File: src/rtl/difftest_step_batcher_if.sv
// difftest_step_batcher_if
//   Bundles the commit-side inputs and the batch outputs of difftest_step_batcher.
//   master : drives commit_valid/commit_cnt/flush/simv_result, observes the outputs
//   slave  : the batcher itself
//   commit_valid  commit_cnt is valid this cycle
//   commit_cnt    instructions committed this cycle
//   flush         emit any pending count now
//   simv_result   deferred result from the step controller, non-zero = halt
//   step          batch size, non-zero for one cycle per batch
//   halted        sticky halt indication
//   emit_count    batches emitted since reset (wraps)
//   dropped_cnt   commits discarded while halted (saturates)
interface difftest_step_batcher_if #(
    parameter int STEP_WIDTH = 8,
    parameter int IN_WIDTH   = 4
);
    logic                  commit_valid;
    logic [IN_WIDTH-1:0]   commit_cnt;
    logic                  flush;
    logic [7:0]            simv_result;
    logic [STEP_WIDTH-1:0] step;
    logic                  halted;
    logic [31:0]           emit_count;
    logic [31:0]           dropped_cnt;

    modport master (
        output commit_valid, commit_cnt, flush, simv_result,
        input  step, halted, emit_count, dropped_cnt
    );

    modport slave (
        input  commit_valid, commit_cnt, flush, simv_result,
        output step, halted, emit_count, dropped_cnt
    );
endinterface

File: src/rtl/difftest_step_batcher.sv
// difftest_step_batcher
//   Accumulates per-cycle commit counts into batches and emits one registered,
//   non-zero step pulse per batch (threshold, idle timeout or flush). Once the
//   deferred simv_result goes non-zero the block halts for good (until reset)
//   and only counts the commits it throws away.
// Ports
//   clock_i  system clock
//   reset_i  asynchronous active-high reset
//   bus      difftest_step_batcher_if.slave (commit inputs, step/status outputs)
module difftest_step_batcher #(
    parameter int STEP_WIDTH      = 8,
    parameter int IN_WIDTH        = 4,
    parameter int BATCH_THRESHOLD = 16,
    parameter int TIMEOUT         = 64
) (
    input  logic                    clock_i,
    input  logic                    reset_i,
    difftest_step_batcher_if.slave  bus
);

    // The accumulator can hold at most THRESHOLD-1, plus one max input,
    // which must still fit in STEP_WIDTH bits.
    if (BATCH_THRESHOLD < 1 || TIMEOUT < 1 ||
        (BATCH_THRESHOLD - 1) + (2**IN_WIDTH - 1) > (2**STEP_WIDTH - 1)) begin : g_param_chk
        $error("difftest_step_batcher: illegal parameter combination");
    end

    localparam int TW = (TIMEOUT > 1) ? $clog2(TIMEOUT) : 1;
    localparam logic [TW-1:0]         TMAX = TW'(TIMEOUT - 1);
    localparam logic [STEP_WIDTH-1:0] THR  = STEP_WIDTH'(BATCH_THRESHOLD);

    typedef enum logic [1:0] {IDLE, ACCUM, HALTED} state_t;

    state_t                state_q, state_d;
    logic [STEP_WIDTH-1:0] acc_q, acc_d;
    logic [TW-1:0]         timer_q, timer_d;
    logic [STEP_WIDTH-1:0] step_q, step_d;
    logic [31:0]           emit_q, emit_d;
    logic [31:0]           drop_q, drop_d;

    logic [IN_WIDTH-1:0]   in_w;
    logic [STEP_WIDTH-1:0] sum;
    logic [32:0]           drop_sum;
    logic                  emit;

    always_ff @(posedge clock_i or posedge reset_i) begin
        if (reset_i) begin
            state_q <= IDLE;
            acc_q   <= '0;
            timer_q <= '0;
            step_q  <= '0;
            emit_q  <= '0;
            drop_q  <= '0;
        end else begin
            state_q <= state_d;
            acc_q   <= acc_d;
            timer_q <= timer_d;
            step_q  <= step_d;
            emit_q  <= emit_d;
            drop_q  <= drop_d;
        end
    end

    always_comb begin
        in_w     = bus.commit_valid ? bus.commit_cnt : '0;
        sum      = acc_q + STEP_WIDTH'(in_w);
        drop_sum = {1'b0, drop_q} + 33'(in_w);
        // Timer counts cycles since the batch opened; incoming commits never restart it.
        emit     = (sum >= THR) || (bus.flush && sum != '0) ||
                   (state_q == ACCUM && timer_q == TMAX);

        state_d  = state_q;
        acc_d    = acc_q;
        timer_d  = timer_q;
        step_d   = '0;
        emit_d   = emit_q;
        drop_d   = drop_q;

        case (state_q)
            HALTED: begin
                acc_d   = '0;
                timer_d = '0;
                drop_d  = drop_sum[32] ? '1 : drop_sum[31:0];
            end
            default: begin
                if (bus.simv_result != '0) begin
                    // Halt beats any coincident emit condition.
                    state_d = HALTED;
                    acc_d   = '0;
                    timer_d = '0;
                end else if (emit) begin
                    step_d  = sum;
                    acc_d   = '0;
                    timer_d = '0;
                    emit_d  = emit_q + 32'd1;
                    state_d = IDLE;
                end else begin
                    acc_d   = sum;
                    state_d = (sum != '0) ? ACCUM : IDLE;
                    // In ACCUM without an emit the timer is below TMAX, so +1 cannot wrap.
                    timer_d = (state_q == ACCUM && sum != '0) ? timer_q + TW'(1) : '0;
                end
            end
        endcase
    end

    assign bus.step        = step_q;
    assign bus.halted      = (state_q == HALTED);
    assign bus.emit_count  = emit_q;
    assign bus.dropped_cnt = drop_q;

endmodule

File: src/flat_wrapper.sv
// flat-port wrapper written by rule: the top's interface ports become plain ports
module difftest_step_batcher_flat 
#(
    parameter int STEP_WIDTH      = 8,
    parameter int IN_WIDTH        = 4,
    parameter int BATCH_THRESHOLD = 16,
    parameter int TIMEOUT         = 64
)
  (clock_i, reset_i, bus_commit_valid, bus_commit_cnt, bus_flush, bus_simv_result, bus_step, bus_halted, bus_emit_count, bus_dropped_cnt);
  difftest_step_batcher_if #(.STEP_WIDTH(STEP_WIDTH), .IN_WIDTH(IN_WIDTH)) bus_i ();
  input  logic clock_i;
  input  logic reset_i;
  input wire logic [$bits(bus_i.commit_valid)-1:0] bus_commit_valid;
  input wire logic [$bits(bus_i.commit_cnt)-1:0] bus_commit_cnt;
  input wire logic [$bits(bus_i.flush)-1:0] bus_flush;
  input wire logic [$bits(bus_i.simv_result)-1:0] bus_simv_result;
  output wire logic [$bits(bus_i.step)-1:0] bus_step;
  output wire logic [$bits(bus_i.halted)-1:0] bus_halted;
  output wire logic [$bits(bus_i.emit_count)-1:0] bus_emit_count;
  output wire logic [$bits(bus_i.dropped_cnt)-1:0] bus_dropped_cnt;
  assign bus_i.commit_valid = bus_commit_valid;
  assign bus_i.commit_cnt = bus_commit_cnt;
  assign bus_i.flush = bus_flush;
  assign bus_i.simv_result = bus_simv_result;
  assign bus_step = bus_i.step;
  assign bus_halted = bus_i.halted;
  assign bus_emit_count = bus_i.emit_count;
  assign bus_dropped_cnt = bus_i.dropped_cnt;
  difftest_step_batcher #(.STEP_WIDTH(STEP_WIDTH), .IN_WIDTH(IN_WIDTH), .BATCH_THRESHOLD(BATCH_THRESHOLD), .TIMEOUT(TIMEOUT)) u_core (.clock_i(clock_i), .reset_i(reset_i), .bus(bus_i));
endmodule
File: config.mk
export PLATFORM = sky130hd
export DESIGN_NAME = difftest_step_batcher_flat
export DESIGN_NICKNAME = d
export VERILOG_FILES = /design/src/rtl/difftest_step_batcher_if.sv /design/src/rtl/difftest_step_batcher.sv /design/src/flat_wrapper.sv
export SDC_FILE = /design/constraint.sdc
export NUM_CORES = 1
export LEC_CHECK = 0
export ABC_AREA = 1
export BUFFER_PORTS_ARGS = -buffer_cell sky130_fd_sc_hd__buf_4
export CAP_MARGIN = 0
export CELL_PAD_IN_SITES_DETAIL_PLACEMENT = 1
export CELL_PAD_IN_SITES_GLOBAL_PLACEMENT = 1
export CORE_MARGIN = 2
export CORE_UTILIZATION = 44
export DETAILED_ROUTE_END_ITERATION = 16
export HOLD_SLACK_MARGIN = 0.12
export PLACE_DENSITY = 0.89
export SYNTH_ARGS = -nofsm -noshare
export SYNTH_HDL_FRONTEND = slang
export SYNTH_SLANG_ARGS = --single-unit
File: constraint.sdc
create_clock -name clock_i -period 4.9 [get_ports clock_i]
set_input_delay 1.225 -clock clock_i [delete_from_list [all_inputs] [get_ports clock_i]]
set_output_delay 1.225 -clock clock_i [all_outputs]
set_load 0.01 [all_outputs]
# Word-level counts from Yosys, hierarchy flattened
# Cells that the tools add are included.
# totals
reg_bits	88
input_bits	16
output_inout_bits	73
elab_cells	39
# classes
add_sub_neg	4
magnitude_cmp	1
n_eq_ne	3
n_mux	15
n_bitwise	2
reduce_logical	8
# op_table
operator	n
two-way mux 8 bit	6
adder 32 x 4 -> 33 bit	1
adder 32 x 1 -> 32 bit, second input constant	1
two-way mux 32 bit	1
two-way mux 6 bit	4
nonzero test 8 bit	2
adder 8 x 4 -> 8 bit	1
>= comparator 8 x 5 -> 1 bit, second input constant	1
adder 6 x 1 -> 6 bit, second input constant	1
== test 6 bit, second input constant	1
two-way mux 2 bit	2
two-way mux 4 bit	1
logical AND 1 bit	3
AND reduction 3 bit	1
== test 2 x 1 -> 1 bit, second input constant	1
== test 2 bit, second input constant	1
logical OR 1 bit	2
NOT 1 bit	2
two-way mux 1 bit	1

# Logic depth before layout (Yosys ltp)
# depth
depth_word	9
ltp_mapped	19

# Least setup slack after synthesis
# OpenSTA, ideal clock, no wires.
# synth_timing
path_kind	input-to-reg
start	input port bus_commit_valid
end	register u_core.emit_q[26] (netlist: u_core.bus.emit_count[26])
setup_time_ns	0.117
arrival_ns	2.827
path_slack_ns	1.956
cell_stages	17
path_buffers	2
path_cell_list	buf_6 nand2_1 inv_1 ha_1 ha_1 inv_1 nand2_1 nand4_1 nand2_1 nand3_1 nand2_1 nand2_1 nor2_2 nand3_4 buf_2 nand3_1 nand2_1
# synth_via
elab_chain_cells	7
# synth_rtl
item	line_no	rtl
start: declaration	flat_wrapper.sv:13	input wire logic [$bits(bus_i.commit_valid)-1:0] bus_commit_valid;
two-way mux 4 bit *	difftest_step_batcher.sv:65	in_w = bus.commit_valid ? bus.commit_cnt : '0;
adder 8 x 4 -> 8 bit *	difftest_step_batcher.sv:66	sum = acc_q + STEP_WIDTH'(in_w);
parallel branches: the longest is 2 deep, another holds >= comparator 8 x 5 -> 1 bit	--	
logical OR 1 bit * (2 in a row)	difftest_step_batcher.sv:69	emit = (sum >= THR) || (bus.flush && sum != '0) ||
AND reduction 3 bit (no line) *	--	
end signal: assignment	difftest_step_batcher.sv:59	emit_q <= emit_d;
end: declaration	difftest_step_batcher.sv:38	logic [31:0] emit_q, emit_d;
# Mark *: on every way between the ends.
# A chain may end at the register's enable or synchronous reset.

# Worst setup path in the final report
# layout_timing
start	input port bus_commit_valid
end	register u_core.emit_q[14] (netlist: u_core.bus.emit_count[14])
# Same word-level chain as after synthesis.

==> metrics.txt <==
data required time at the worst endpoint 5.18 ns; setup bufs post-CTS 0; capture point of the critical path u_core.bus.emit_count[14]; CTS tree yes; count of inserted antenna diode cells 0; total setup violations reported at the end of the flow 0; xor/xnor cell area share of the yosys netlist 0.0628; number of nets still failing antenna checks after routing 0; Max stage delay cell, worst path nand3_4; pre-CTS setup slack 1.13 ns; fraction of registers with async set/reset 1.00; worst r2r src u_core.acc_q[1]; worst slack on hold paths 0.520 ns; area delta synth->final 19.8%; fraction of final layout cells sized beyond drive strength 1 0.172; count of buffers from port buffering 88; unrepaired setup endpoints after global routing no; cells traversed along the worst timing path buf_4 > nand2_1 > inv_1 > ha_1 > inv_1 > nor2_1 > nor2_1 > nand2_1 > nand3_1 > nand2_1 > nand2_1 > nor2_2 > nand3_4 > nand2_8 > nand2_1 > nand2_1; count of buffering cells on the critical path with inverters included 3; initial DRC count 252; worst flop-to-flop path endpoint u_core.bus.emit_count[14]; Main synth FF type dfrtp_1; vias in the first global route 5577; type of origin of the critical path primary input; Worst Clk Skew 0.00707 ns; number of core rows 40; area share of the largest cell type after synthesis 0.415; final number of max-transition violations 0; r2r worst-path depth 16; final clock period utilization by the worst path 0.697; overflow left after global routing 0; synth warn 0; per-cell via count in the routed design 5.47; count of pins on the block boundary 89; width of the die 114 um; Worst path most repeated cell nand2_1; number of buffers added to fix hold violations after cts 0; Resized Gates After CTS 0; H-tree Lvls 3; Setup crit start bus_commit_valid; Post-synth top cells 210 x nand2_1, 88 x dfrtp_1, 86 x nand3_1; area leader, netlist dfrtp_1; max-cap viol count 0; arrival time reported for the critical path endpoint 3.70 ns; placed wire-length estimate 12.0 mm; source-to-sink clock delay at the later pin of the worst-skew pair 0.35 ns; final setup slack of the worst path 1.48 ns; worst-path maximum fanout 44; CP endpoint kind register; maximum achievable frequency 293 MHz; antenna violations before repair 0; synthesized-area fraction occupied by adder cells 0.0189; slack of the worst reg-to-reg path 2.15 ns; GRT Total Usage 0.269; maximum count of clock buffers along a single path 2; initial core utilization 0.447; core region area 11900 um^2; number of distinct standard cells referenced by the synthesized netlist 39; synthesized area per cell 7.46 um^2; complex-gate fraction of the synthesized area 0.0380; count of mapped cells out of synthesis 711; Largest delay share family, worst path simple AND/OR/NAND/NOR gates; Post-Syn Area 5300 um^2; number of clock buffers inserted by TritonCTS 9; critical hold path startpoint u_core.bus.emit_count[31]; leakage power figure 0.00331 uW; Final min period 3.42 ns; flip-flop and latch count after synthesis 88; clock-pin slew reported for the worst setup and hold paths after clock tree synthesis 0.06 ns; DIE HEIGHT 114 um; IR Drop Worst-Case VDD 0.214 mV; path class of the lowest-slack min-delay path register to register; post-layout instance area 6350 um^2; Die Area 12900 um^2; largest incremental delay on the critical path 0.44 ns; iteration count of the initial detailed-routing pass 4; global-route wire length before repair 27.6 mm; largest net degree at the start of global routing 52; Levels on crit path 16; Total Negative Setup Slacks 0 ns; Max-slew headroom 0.389; most common cell in the netlist nand2_1; number of flops mapped to enable cells by yosys 0; top area cells in the synthesized netlist dfrtp_1 42%, nand2_1 15%, nand3_1 8.1%; vias after detailed routing 5212; final routed DRC violation total 0; RePlAce Congestion 0.900; share of synthesized area spent on multiplexers 0; root buffer selected by CTS clkbuf_16; power density over cell area 275 nW/um^2; standard cell area after detailed placement 6080 um^2; post-route insts no fill 953; placed insts 937; Avg WL per Cell 17.2 um; run status complete, no violations; total count of hold-check failures in the final report 0; Worst Setup Path Type primary input to register; Clock Sinks 88; Post-Synth Simple-Gate Area 0.393; combinational family with the most area after synthesis simple AND/OR/NAND/NOR gates; transition at the pin with the smallest max-transition slack 0.916 ns; sequential-to-total area share from yosys stat 0.415; Final Routed Wirelength 16.4 mm; Final Net Count 825
cell usage in the layout, fill, tap and decap left out, types with 3 or more instances in the layout:
cell type,instances
nor2_2,4
nor3_1,28
nand3_1,86
or2_2,5
dfrtp_1,88
nor2_1,59
xor2_1,24
nand4_1,21
clkbuf_16,9
o21ai_0,16
a21oi_1,12
nand2_1,210
clkbuf_1,3
nand2_2,6
nand3b_1,5
inv_1,68
clkinv_2,3
buf_4,90
xnor2_1,14
nor4_1,15
inv_2,7
ha_1,8
conb_1,4
cell type report:
cell class | count | area (um^2)
Tap cell | 147 | 184
Inverter | 76 | 287
Clock buffer | 13 | 250
Fill cell | 1524 | 5510
Multi-Input combinational cell | 536 | 2730
Sequential cell | 88 | 2200
Clock inverter | 3 | 17.5
Timing Repair Buffer | 90 | 676
where the power goes:
part           total (uW)  switching [uW]  internal (uW)  leakage [uW]
Clock                 649             293            357      0.000130
Sequential            808            45.0            763       0.00117
Combinational         291             177            114       0.00201
worst min path at each step:
stage	slack, ns	end	cells past startpoint
final	0.52	u_core.bus.emit_count[31]	2
after global routing	0.57	u_core.bus.emit_count[31]	2
after CTS	0.54	u_core.bus.emit_count[31]	2
after detailed placement	0.52	u_core.bus.emit_count[31]	2
after global placement	0.51	u_core.bus.emit_count[31]	2
after floorplan	0.52	u_core.timer_q[0]	2
logic make-up (layout without fill, tap and decap cells):
group	after synthesis	in the layout
AOI/OAI and AO/OA	35	35
xor gates and xnor gates	38	38
adders and majority gates	8	8
buffers and inverters	90	182
DFF	88	88
other	1	4
and+or+nand+nor	451	451
state kept, by name, indices dropped and copies added, names as in the netlist:
register	count
u_core.bus.dropped_cnt	32
u_core.timer_q	6
u_core.bus.emit_count	32
u_core.bus.step	8
u_core.state_q	2
u_core.acc_q	8
layer usage:
layer / GRT usage / share of wire / up-vias / wire length [um]
met4: 0.100 / 0.023 / 0 / 375
met1: 0.344 / 0.43 / 2566 / 7100
li1: - / - / 2501 / -
met5: 0 / 0 / - / 0
met2: 0.465 / 0.50 / 115 / 8270
met3: 0.0356 / 0.042 / 30 / 693
metrics by stage:
stage | power (uW) | utilization
after global routing | 1820 | 0.535
final | 1750 | 0.535
after floorplan | 988 | -
after detailed placement | 1110 | 0.513
after CTS | 1760 | 0.535
after global placement | 1090 | 0.513
tightest hold or removal path, cell delays in order, from the launching register on:
cell and delay (ns):
dfrtp_1 0.38, nand2_1 0.06, nand2_1 0.05
No activity file was read; power rests on OpenSTA's default activity.
